$ cat src/rtl/axis_append_sched.sv
// AXI4-Stream sequencer: forwards each packet, then appends the
// capture timestamp queued at start_packet as trailing beats.
module axis_append_sched #(
  parameter int DATA_WIDTH    = 8,
  parameter int KEEP_WIDTH    = DATA_WIDTH / 8,
  parameter int TS_WIDTH      = 64,
  parameter int USER_WIDTH    = 1,
  parameter int TS_FIFO_DEPTH = 4,
  parameter int LITTLE_ENDIAN = 1
) (
  input  logic                              clk,
  input  logic                              rst_n,
  input  logic [TS_WIDTH-1:0]               timestamp,
  input  logic                              start_packet,
  input  logic [DATA_WIDTH-1:0]             s_axis_tdata,
  input  logic [KEEP_WIDTH-1:0]             s_axis_tkeep,
  input  logic                              s_axis_tvalid,
  output logic                              s_axis_tready,
  input  logic                              s_axis_tlast,
  input  logic [USER_WIDTH-1:0]             s_axis_tuser,
  output logic [DATA_WIDTH-1:0]             m_axis_tdata,
  output logic [KEEP_WIDTH-1:0]             m_axis_tkeep,
  output logic                              m_axis_tvalid,
  input  logic                              m_axis_tready,
  output logic                              m_axis_tlast,
  output logic [USER_WIDTH-1:0]             m_axis_tuser,
  output logic [$clog2(TS_FIFO_DEPTH):0]    ts_fifo_count,
  output logic                              ts_overflow
);

  localparam int N  = TS_WIDTH / DATA_WIDTH;
  localparam int IW = (N > 1) ? $clog2(N) : 1;
  localparam int AW = $clog2(TS_FIFO_DEPTH);
  localparam int CW = AW + 1;

  if (TS_WIDTH % DATA_WIDTH != 0) begin : g_ts_chk
    $error("TS_WIDTH must be a multiple of DATA_WIDTH");
  end

  typedef enum logic [1:0] {IDLE, PASS, APPEND} state_e;

  state_e                state_q, state_d;
  logic [IW-1:0]         idx_q, idx_d;
  logic [TS_WIDTH-1:0]   ts_hold_q, ts_hold_d;
  logic                  miss_q, miss_d;
  logic [USER_WIDTH-1:0] user_hold_q, user_hold_d;
  logic [TS_WIDTH-1:0]   mem_q [TS_FIFO_DEPTH];
  logic [TS_WIDTH-1:0]   mem_d [TS_FIFO_DEPTH];
  logic [AW-1:0]         wr_q, wr_d, rd_q, rd_d;
  logic [CW-1:0]         cnt_q, cnt_d;
  logic                  ovf_q, ovf_d;
  logic [DATA_WIDTH-1:0] data_q, data_d;
  logic [KEEP_WIDTH-1:0] keep_q, keep_d;
  logic                  valid_q, valid_d;
  logic                  last_q, last_d;
  logic [USER_WIDTH-1:0] user_q, user_d;

  logic                  slot_free, s_rdy, s_acc;
  logic                  empty, full, pop, push_ok;
  logic                  last_word;
  logic [IW-1:0]         sel;
  logic [DATA_WIDTH-1:0] ts_word;

  always_comb begin
    slot_free = !valid_q || m_axis_tready;
    s_rdy     = rst_n && slot_free && (state_q != APPEND);
    s_acc     = s_axis_tvalid && s_rdy;
    empty     = (cnt_q == '0);
    full      = (cnt_q == CW'(TS_FIFO_DEPTH));
    pop       = s_acc && (state_q == IDLE) && !empty;
    push_ok   = start_packet && (!full || pop);
    last_word = (idx_q == IW'(N - 1));
    sel       = (LITTLE_ENDIAN != 0) ? idx_q
                                     : IW'(N - 1) - idx_q;
    ts_word   = ts_hold_q[int'(sel)*DATA_WIDTH +: DATA_WIDTH];

    state_d     = state_q;
    idx_d       = idx_q;
    ts_hold_d   = ts_hold_q;
    miss_d      = miss_q;
    user_hold_d = user_hold_q;
    mem_d       = mem_q;
    wr_d        = wr_q;
    rd_d        = rd_q;
    cnt_d       = cnt_q + CW'(push_ok) - CW'(pop);
    ovf_d       = start_packet && full && !pop;
    data_d      = data_q;
    keep_d      = keep_q;
    valid_d     = valid_q;
    last_d      = last_q;
    user_d      = user_q;

    if (push_ok) begin
      mem_d[wr_q] = timestamp;
      wr_d        = wr_q + 1'b1;
    end
    if (pop) rd_d = rd_q + 1'b1;

    if (slot_free) begin
      valid_d = 1'b0;
      unique case (state_q)
        IDLE, PASS: begin
          if (s_acc) begin
            valid_d = 1'b1;
            data_d  = s_axis_tdata;
            keep_d  = s_axis_tkeep;
            last_d  = 1'b0;
            user_d  = s_axis_tuser;
            if (state_q == IDLE) begin
              ts_hold_d = empty ? '0 : mem_q[rd_q];
              miss_d    = empty;
              state_d   = PASS;
            end
            if (s_axis_tlast) begin
              user_hold_d = s_axis_tuser;
              idx_d       = '0;
              state_d     = APPEND;
            end
          end
        end
        APPEND: begin
          valid_d = 1'b1;
          data_d  = ts_word;
          keep_d  = '1;
          last_d  = last_word;
          user_d  = '0;
          if (last_word) begin
            // missing timestamp is flagged on the error bit
            user_d  = user_hold_q | USER_WIDTH'(miss_q);
            state_d = IDLE;
          end else begin
            idx_d = idx_q + 1'b1;
          end
        end
        default: state_d = IDLE;
      endcase
    end
  end

  always_ff @(posedge clk or negedge rst_n) begin
    if (!rst_n) begin
      state_q     <= IDLE;
      idx_q       <= '0;
      ts_hold_q   <= '0;
      miss_q      <= 1'b0;
      user_hold_q <= '0;
      mem_q       <= '{default: '0};
      wr_q        <= '0;
      rd_q        <= '0;
      cnt_q       <= '0;
      ovf_q       <= 1'b0;
      data_q      <= '0;
      keep_q      <= '0;
      valid_q     <= 1'b0;
      last_q      <= 1'b0;
      user_q      <= '0;
    end else begin
      state_q     <= state_d;
      idx_q       <= idx_d;
      ts_hold_q   <= ts_hold_d;
      miss_q      <= miss_d;
      user_hold_q <= user_hold_d;
      mem_q       <= mem_d;
      wr_q        <= wr_d;
      rd_q        <= rd_d;
      cnt_q       <= cnt_d;
      ovf_q       <= ovf_d;
      data_q      <= data_d;
      keep_q      <= keep_d;
      valid_q     <= valid_d;
      last_q      <= last_d;
      user_q      <= user_d;
    end
  end

  assign s_axis_tready = s_rdy;
  assign m_axis_tdata  = data_q;
  assign m_axis_tkeep  = keep_q;
  assign m_axis_tvalid = valid_q;
  assign m_axis_tlast  = last_q;
  assign m_axis_tuser  = user_q;
  assign ts_fifo_count = cnt_q;
  assign ts_overflow   = ovf_q;

endmodule

$ cat config.mk
export PLATFORM = sky130hd
export DESIGN_NAME = axis_append_sched
export DESIGN_NICKNAME = d
export VERILOG_FILES = /design/src/rtl/axis_append_sched.sv
export SDC_FILE = /design/constraint.sdc
export NUM_CORES = 1
export LEC_CHECK = 0
export CORE_MARGIN = 2
export CORE_UTILIZATION = 50
export DETAILED_ROUTE_END_ITERATION = 8
export PLACE_DENSITY_LB_ADDON = 0.15
export SYNTH_ARGS = -nofsm -noshare
export SYNTH_HDL_FRONTEND = slang
export SYNTH_SLANG_ARGS = --single-unit
$ cat constraint.sdc
create_clock -name clk -period 7.2 [get_ports clk]
set_clock_uncertainty 0.2 [all_clocks]
set_input_delay 1.44 -clock clk [delete_from_list [all_inputs] [get_ports clk]]
set_output_delay 1.44 -clock clk [all_outputs]
set_load 0.05 [all_outputs]
==> flow_summary.yaml <==
worst_setup_path:
  crit_path_end_kind: "primary output"
  reg2reg_to: "mem_q[32]$_DFFE_PN0P_"
  critPathLaunchType: "input port"
  crit_top_cell: "clkdlybuf4s50_1"
  cp_slowest_cell: "clkdlybuf4s50_1"
  crit_path_start: "m_axis_tready"
  r2r_setup_slack_ns: 4.07
  r2r-start: "state_q[1]$_DFFE_PN0P_"
  setup.worst_path.class: "in2out"
  crit_fanout: 5
  crit_required_ns: 5.56
  crit_chain: "clkdlybuf4s50_1 > nand2b_1 > and3_1 > clkdlybuf4s50_1"
  crit_path_end: "s_axis_tready"
  slowest_delay_ns: 0.80
  arrival_ns: 3.07
  rr_worst_depth: 5
sta:
  worst-slew-pin-transition_ns: 0.915
  finalCritPeriodShare_pct: 65.4
  setup_tns_ns: 0
  final.min_clock_period_ns: 4.71
  final_max_slew_viol_count: 0
  slew_headroom_pct: 39.0
  finalSetupViolCount: 0
  rsz0062_at_grt: "false"
  fin_ws_ns: 2.49
  hold_violations: 0
  fmax_mhz: 212
yosys:
  ys_async_sr_fraction_pct: 100
  synthFlopType: "dfrtp_1"
  syn_area_per_cell_um2: 16.7
  syn_area_um2: 15200
  synth.distinct_cells: 32
  syn_nets: 1003
  synth_edf_count: 0
  synth_seq_cells: 347
  synth_cells: 914
  ys_seq_area_share_pct: 57.0
  synth_warnings: 0
placed_design:
  port_buffers: 96
  place_ws_ns: 2.39
  place_hpwl_mm: 19.1
  gp_congestion: 0.759
clocking:
  path_clk_slew_ns: 0.06
  cts_buffers: 38
  hold_buffers: 0
  postCtsSetupRepairBufs: 0
  post_cts_resized: 0
  cts_buffer_depth: 3
  htree_levels: 2
  cts_sinks: 347
  cts_tree: "done"
  clock_latency_ns: 0.52
  root_buffer: "clkbuf_16"
global_routing:
  antenna_found_initial: 0
  grt_pass1_wl_mm: 51.0
  grt_pass1_vias: 8609
  grt_start_max_net_pins: 155
  grt_usage_pct: 21.0
  grt.overflow.total: 0
drt:
  drc: 0
  routed_via_density: 5.86
  final_antenna_net_count: 0
  avgRoutedWirePerCell_um: 22.4
  drt_iter0_drc: 473
  first_pass_iters: 4
  wirelength_mm: 31.8
  vias: 8291
pwr:
  p_per_area_nw_per_um2: 488
  power_w: 0.00857
  ir_drop_v: 0.000211
  cellLeakagePower_nw: 7.48
die:
  rows: 63
  fp.dieW_um: 179
  die-area_um2: 31900
  io_pins: 97
  fp.dieH_um: 179
  start_util_pct: 51.2
  core_area_um2: 29800
hold_path:
  hp-class: "reg2reg"
final_layout:
  syn_to_final_growth_pct: 15.3
  n_antenna_cell: 0
  num-nets-final: 1090
  drive_above_1_share_pct: 40.9
outcome:
  status: "finished clean"
flow_run:
  max_cap_viol_count: 0
-- area by class of cell --
cell class | instances | area (um2)
inverter | 8 | 30.0
tap | 390 | 488
multi-input combinational | 497 | 6110
sequential | 347 | 8690
clock buffer | 64 | 1170
timing repair buffer | 109 | 1080
clock inverter | 1 | 5.00
fill | 2301 | 12200
-- layer usage --
layer	up-vias	wire [um]	global-route usage (%)
met3	37	1230	3.07
met5	-	0	0
met4	0	523	4.67
met2	148	14300	31.1
li1	3629	-	-
met1	4477	15700	33.0
-- flip-flops by register name, summed over array words and instances, names as in the netlist --
signal	flops
user_hold_q	1
state_q	2
m_axis_tlast	1
ts_fifo_count	3
wr_q	2
mem_q	256
m_axis_tvalid	1
idx_q	3
ts_overflow	1
m_axis_tuser	1
m_axis_tkeep	1
rd_q	2
ts_hold_q	64
m_axis_tdata	8
miss_q	1
-- how the worst min path moves through the flow --
stage,startpoint,endpoint,slack [ns],cells after the start
6_report,mem_q[73]$_DFFE_PN0P_,mem_q[73]$_DFFE_PN0P_,0.30,1
5_1_grt,mem_q[79]$_DFFE_PN0P_,mem_q[79]$_DFFE_PN0P_,0.31,1
4_1_cts,mem_q[91]$_DFFE_PN0P_,mem_q[91]$_DFFE_PN0P_,0.30,1
3_5_place_dp,mem_q[91]$_DFFE_PN0P_,mem_q[91]$_DFFE_PN0P_,0.29,1
3_3_place_gp,mem_q[89]$_DFFE_PN0P_,mem_q[89]$_DFFE_PN0P_,0.28,1
2_1_floorplan,ts_hold_q[55]$_DFFE_PN0P_,ts_hold_q[55]$_DFFE_PN0P_,0.27,1
-- per-stage QoR --
stage / area, um2 / util [%] / instances / hold WS (ns)
after floorplan: 15200 / - / 914 / 0.267
after global placement: 16400 / 55.0 / 1351 / 0.282
after detailed placement: 16400 / 55.0 / 1351 / 0.287
after CTS: 17600 / 59.0 / 1416 / 0.299
after global routing: 17600 / 59.0 / 1416 / 0.309
final: 17600 / 59.0 / 1416 / 0.297
-- power breakdown --
group | internal (W) | total [W] | switching, W
registers | 0.00292 | 0.00354 | 0.000621
clock network | 0.00110 | 0.00185 | 0.000748
logic | 0.00187 | 0.00318 | 0.00131
-- cells in the mapped netlist, types with 2 or more instances --
cell	number	share of area [%]
a21oi_1	13	0.43
a22o_1	66	3.8
and2_1	2	0.082
and3_1	2	0.082
buf_1	6	0.15
buf_2	14	0.46
buf_6	24	1.8
clkbuf_1	17	0.42
dfrtp_1	347	57
ha_1	8	0.66
inv_1	8	0.20
mux2_2	246	18
mux2_4	22	2.2
mux2i_1	8	0.53
mux4_2	80	12
nand2_1	6	0.15
nand2b_1	2	0.082
nand3_1	3	0.098
nand3_4	4	0.46
nor2_1	13	0.32
nor2b_1	2	0.082
nor3_1	3	0.098
o21ai_0	5	0.16
or3_1	2	0.082
xnor2_1	4	0.23
-- worst max-delay path: cells and delay by family --
family	cells	cell delay, ns
AND/OR/NAND/NOR	2	0.35
buffers and inverters	2	1.28
-- cell families (layout without fill, tap and decap cells) --
logic type,after synthesis,after routing,share of synthesized area [%]
flops,347,347,57.0
mux,356,356,32.7
buf+inv,70,182,3.03
fa+ha+maj,9,9,0.788
simple gates,42,42,1.72
compound gates,85,85,4.52
xor+xnor,5,5,0.287
-- cell usage in the layout, fill, tap and decap left out, types with 3 or more instances in the layout --
cell type / instances
dfrtp_1: 345
nor3_1: 3
nand2_1: 6
inv_1: 8
a21oi_1: 13
nor2_1: 13
nand3_4: 4
clkbuf_8: 6
o21ai_0: 5
clkbuf_16: 41
mux2i_1: 8
ha_1: 8
clkdlybuf4s50_1: 95
xnor2_1: 4
nand3_1: 3
clkbuf_1: 17
mux2_4: 22
mux4_2: 80
buf_4: 12
a22o_1: 66
mux2_2: 246
No activity file was read; power rests on OpenSTA's default activity.
==> patch, RTL diff (same flow settings) <==
Register the output `ts_fifo_count` once more, with the module's reset; this adds one clock of latency there. The other outputs are not delayed to match.
--- a/src/rtl/axis_append_sched.sv
+++ b/src/rtl/axis_append_sched.sv
@@ -181,3 +181,9 @@
   assign m_axis_tuser  = user_q;
-  assign ts_fifo_count = cnt_q;
+  always_ff @(posedge clk or negedge rst_n) begin
+    if (!rst_n) begin
+      ts_fifo_count <= '0;
+    end else begin
+      ts_fifo_count <= cnt_q;
+    end
+  end
   assign ts_overflow   = ovf_q;
Check against the original RTL: not equivalent (a bounded check fails within 4 cycles, from zero or initial values and one cycle with rst_n low).
==> patch against the unedited design <==
Sequential cell count up 3. Clock power grew 8%. Setup slack better by 0.049 ns. Combinational power is 6.9% lower. Design area rose by 0.66%. Routed wire length about the same. First-iteration DRC count shrank 15%. Area after synthesis is 0.64% higher. Critical path depth unchanged. Register-to-register slack got worse by 0.23 ns. Fmax increased by 1.0%. Global-route usage fell by 0.13 points. Power shrank 0.81%. Critical path type unchanged. Largest power group unchanged. Highest routed layer unchanged.
==> patch: results (changes against the unedited design) <==
* Max VDD drop at 217 uV (+2.8%)
* Final Non-Filler Cells at 1,431 (+1.1%)
* Placer congestion estimate at 0.722 (-4.8%)
* Placed cell areas at 16,400 um2 (-0.11%)
* Post-synthesis sequential area ratio at 0.571 (+0.00127)
* Total global routing track utilization at 0.209 (-0.00127)
* Layout cells sized above 1 at 0.294 (-0.115)
* Nets@finish at 1,094 (+0.37%)
* DR WL met3 at 1730 um (+41%)
* Worst-path fanout max at 3 (-2)
* Vias per cell at 5.77 (-1.4%)
* CTS clk-pin slew, worst paths at 0.06 ns (about the same)
* Core Util, Final at 0.581 (-0.00848)
* Drt wl/cell at 22.2 um (-1.1%)
* Number of global-route vias before repair at 8,513 (-1.1%)
* Initial antenna violation count at 1 (+1)
* Met2 track demand over resource at 0.310 (-0.000716)
* First-pass GRT wire length at 50,800 um (-0.41%)
* Core Area at 30,400 um2 (+2.1%)
* GR Layer Usage met3 at 0.0371 (+0.00642)
* Worst Path Arrival at 3.02 ns (-0.05 ns)
* Fill cells at 2,423 (+5.3%)
* DP Wirelength at 19,300 um (+0.62%)
* Root Driver: clkbuf_16
* Distinct cell type count after synthesis at 38 (+19%)
* Switching part of the total at 0.313 (+0.000792)
* Leak at 7.41 nW (-0.87%)
* Met1 wire length at 15,200 um (-2.8%)
* Grt met1 use at 0.323 (-0.00734)
* Slew headroom at 0.276 (-0.115)
* Drt first-iter violations at 402 (-15%)
* Cell count after synthesis at 918 (+0.44%)
* Pin count of the biggest net entering global routing at 80 (-48%)
* Net count after synthesis at 1,007 (+0.40%)
* Post-synth top cells: dfrtp_1 (350), mux2_2 (138), mux2_1 (121), mux4_2 (80), a22o_1 (66)
* Routed wl met2 at 14,300 um (-0.44%)
* Outcome: finished, final reports clean
patch: cell count changes in the layout (fill, tap and decap cells not counted), sizes merged, moves of 2 or more:
cell      change
a21oi        -10
a21o          +9
clkbuf        -9
mux2          -9
a211oi        +8
clkinv        +6
nand2         +5
nand3         -5
nor2          +4
bufinv        +3
clkinvlp      +3
dfrtp         +3
nor3          -2
patch: layout make-up:
| cell class | count | share of cell area |
|---|---|---|
| repair buffers | 110 | 0.0606 |
| clock buffers | 55 | 0.0650 |
| flip-flops and latches | 350 | 0.496 |
| clock inverters | 14 | 0.00906 |
| well taps | 396 | 0.0280 |
| inverters | 7 | 0.00149 |
| diodes | 1 | 0.000142 |
| multi-input cells | 498 | 0.340 |
patch: worst paths after layout:
path | slack [ns] | end | cells past startpoint | from
hold reg to reg | 0.25 | ts_fifo_count[0] | 0 | cnt_q[0]
min in group asynchronous | 0.68 | mem_q[202] | 1 | rst_n
setup reg to reg | 3.84 | cnt_q[2] | 10 | m_axis_tvalid
hold / removal | 0.25 | ts_fifo_count[0] | 0 | cnt_q[0]
max in group asynchronous | 3.76 | ts_hold_q[22] | 3 | rst_n
setup / recovery | 2.54 | s_axis_tready | 4 | m_axis_tready
patch: kinds of logic after synthesis:
logic type | synth area share
xor+xnor | 0.00285
buf+inv | 0.0374
mux | 0.313
compound gates | 0.0502
simple gates | 0.0179
fa+ha+maj | 0.00783
flops | 0.571
patch: power groups by stage:
stage / Clock (mW) / Sequential [mW] / Combinational [mW]
floorplan: 0 / 3.42 / 2.35
global placement: 0 / 3.55 / 2.95
detailed placement: 0 / 3.57 / 3.01
CTS: 2.04 / 3.55 / 3.02
global route: 2.13 / 3.68 / 3.20
finish: 2.00 / 3.54 / 2.96
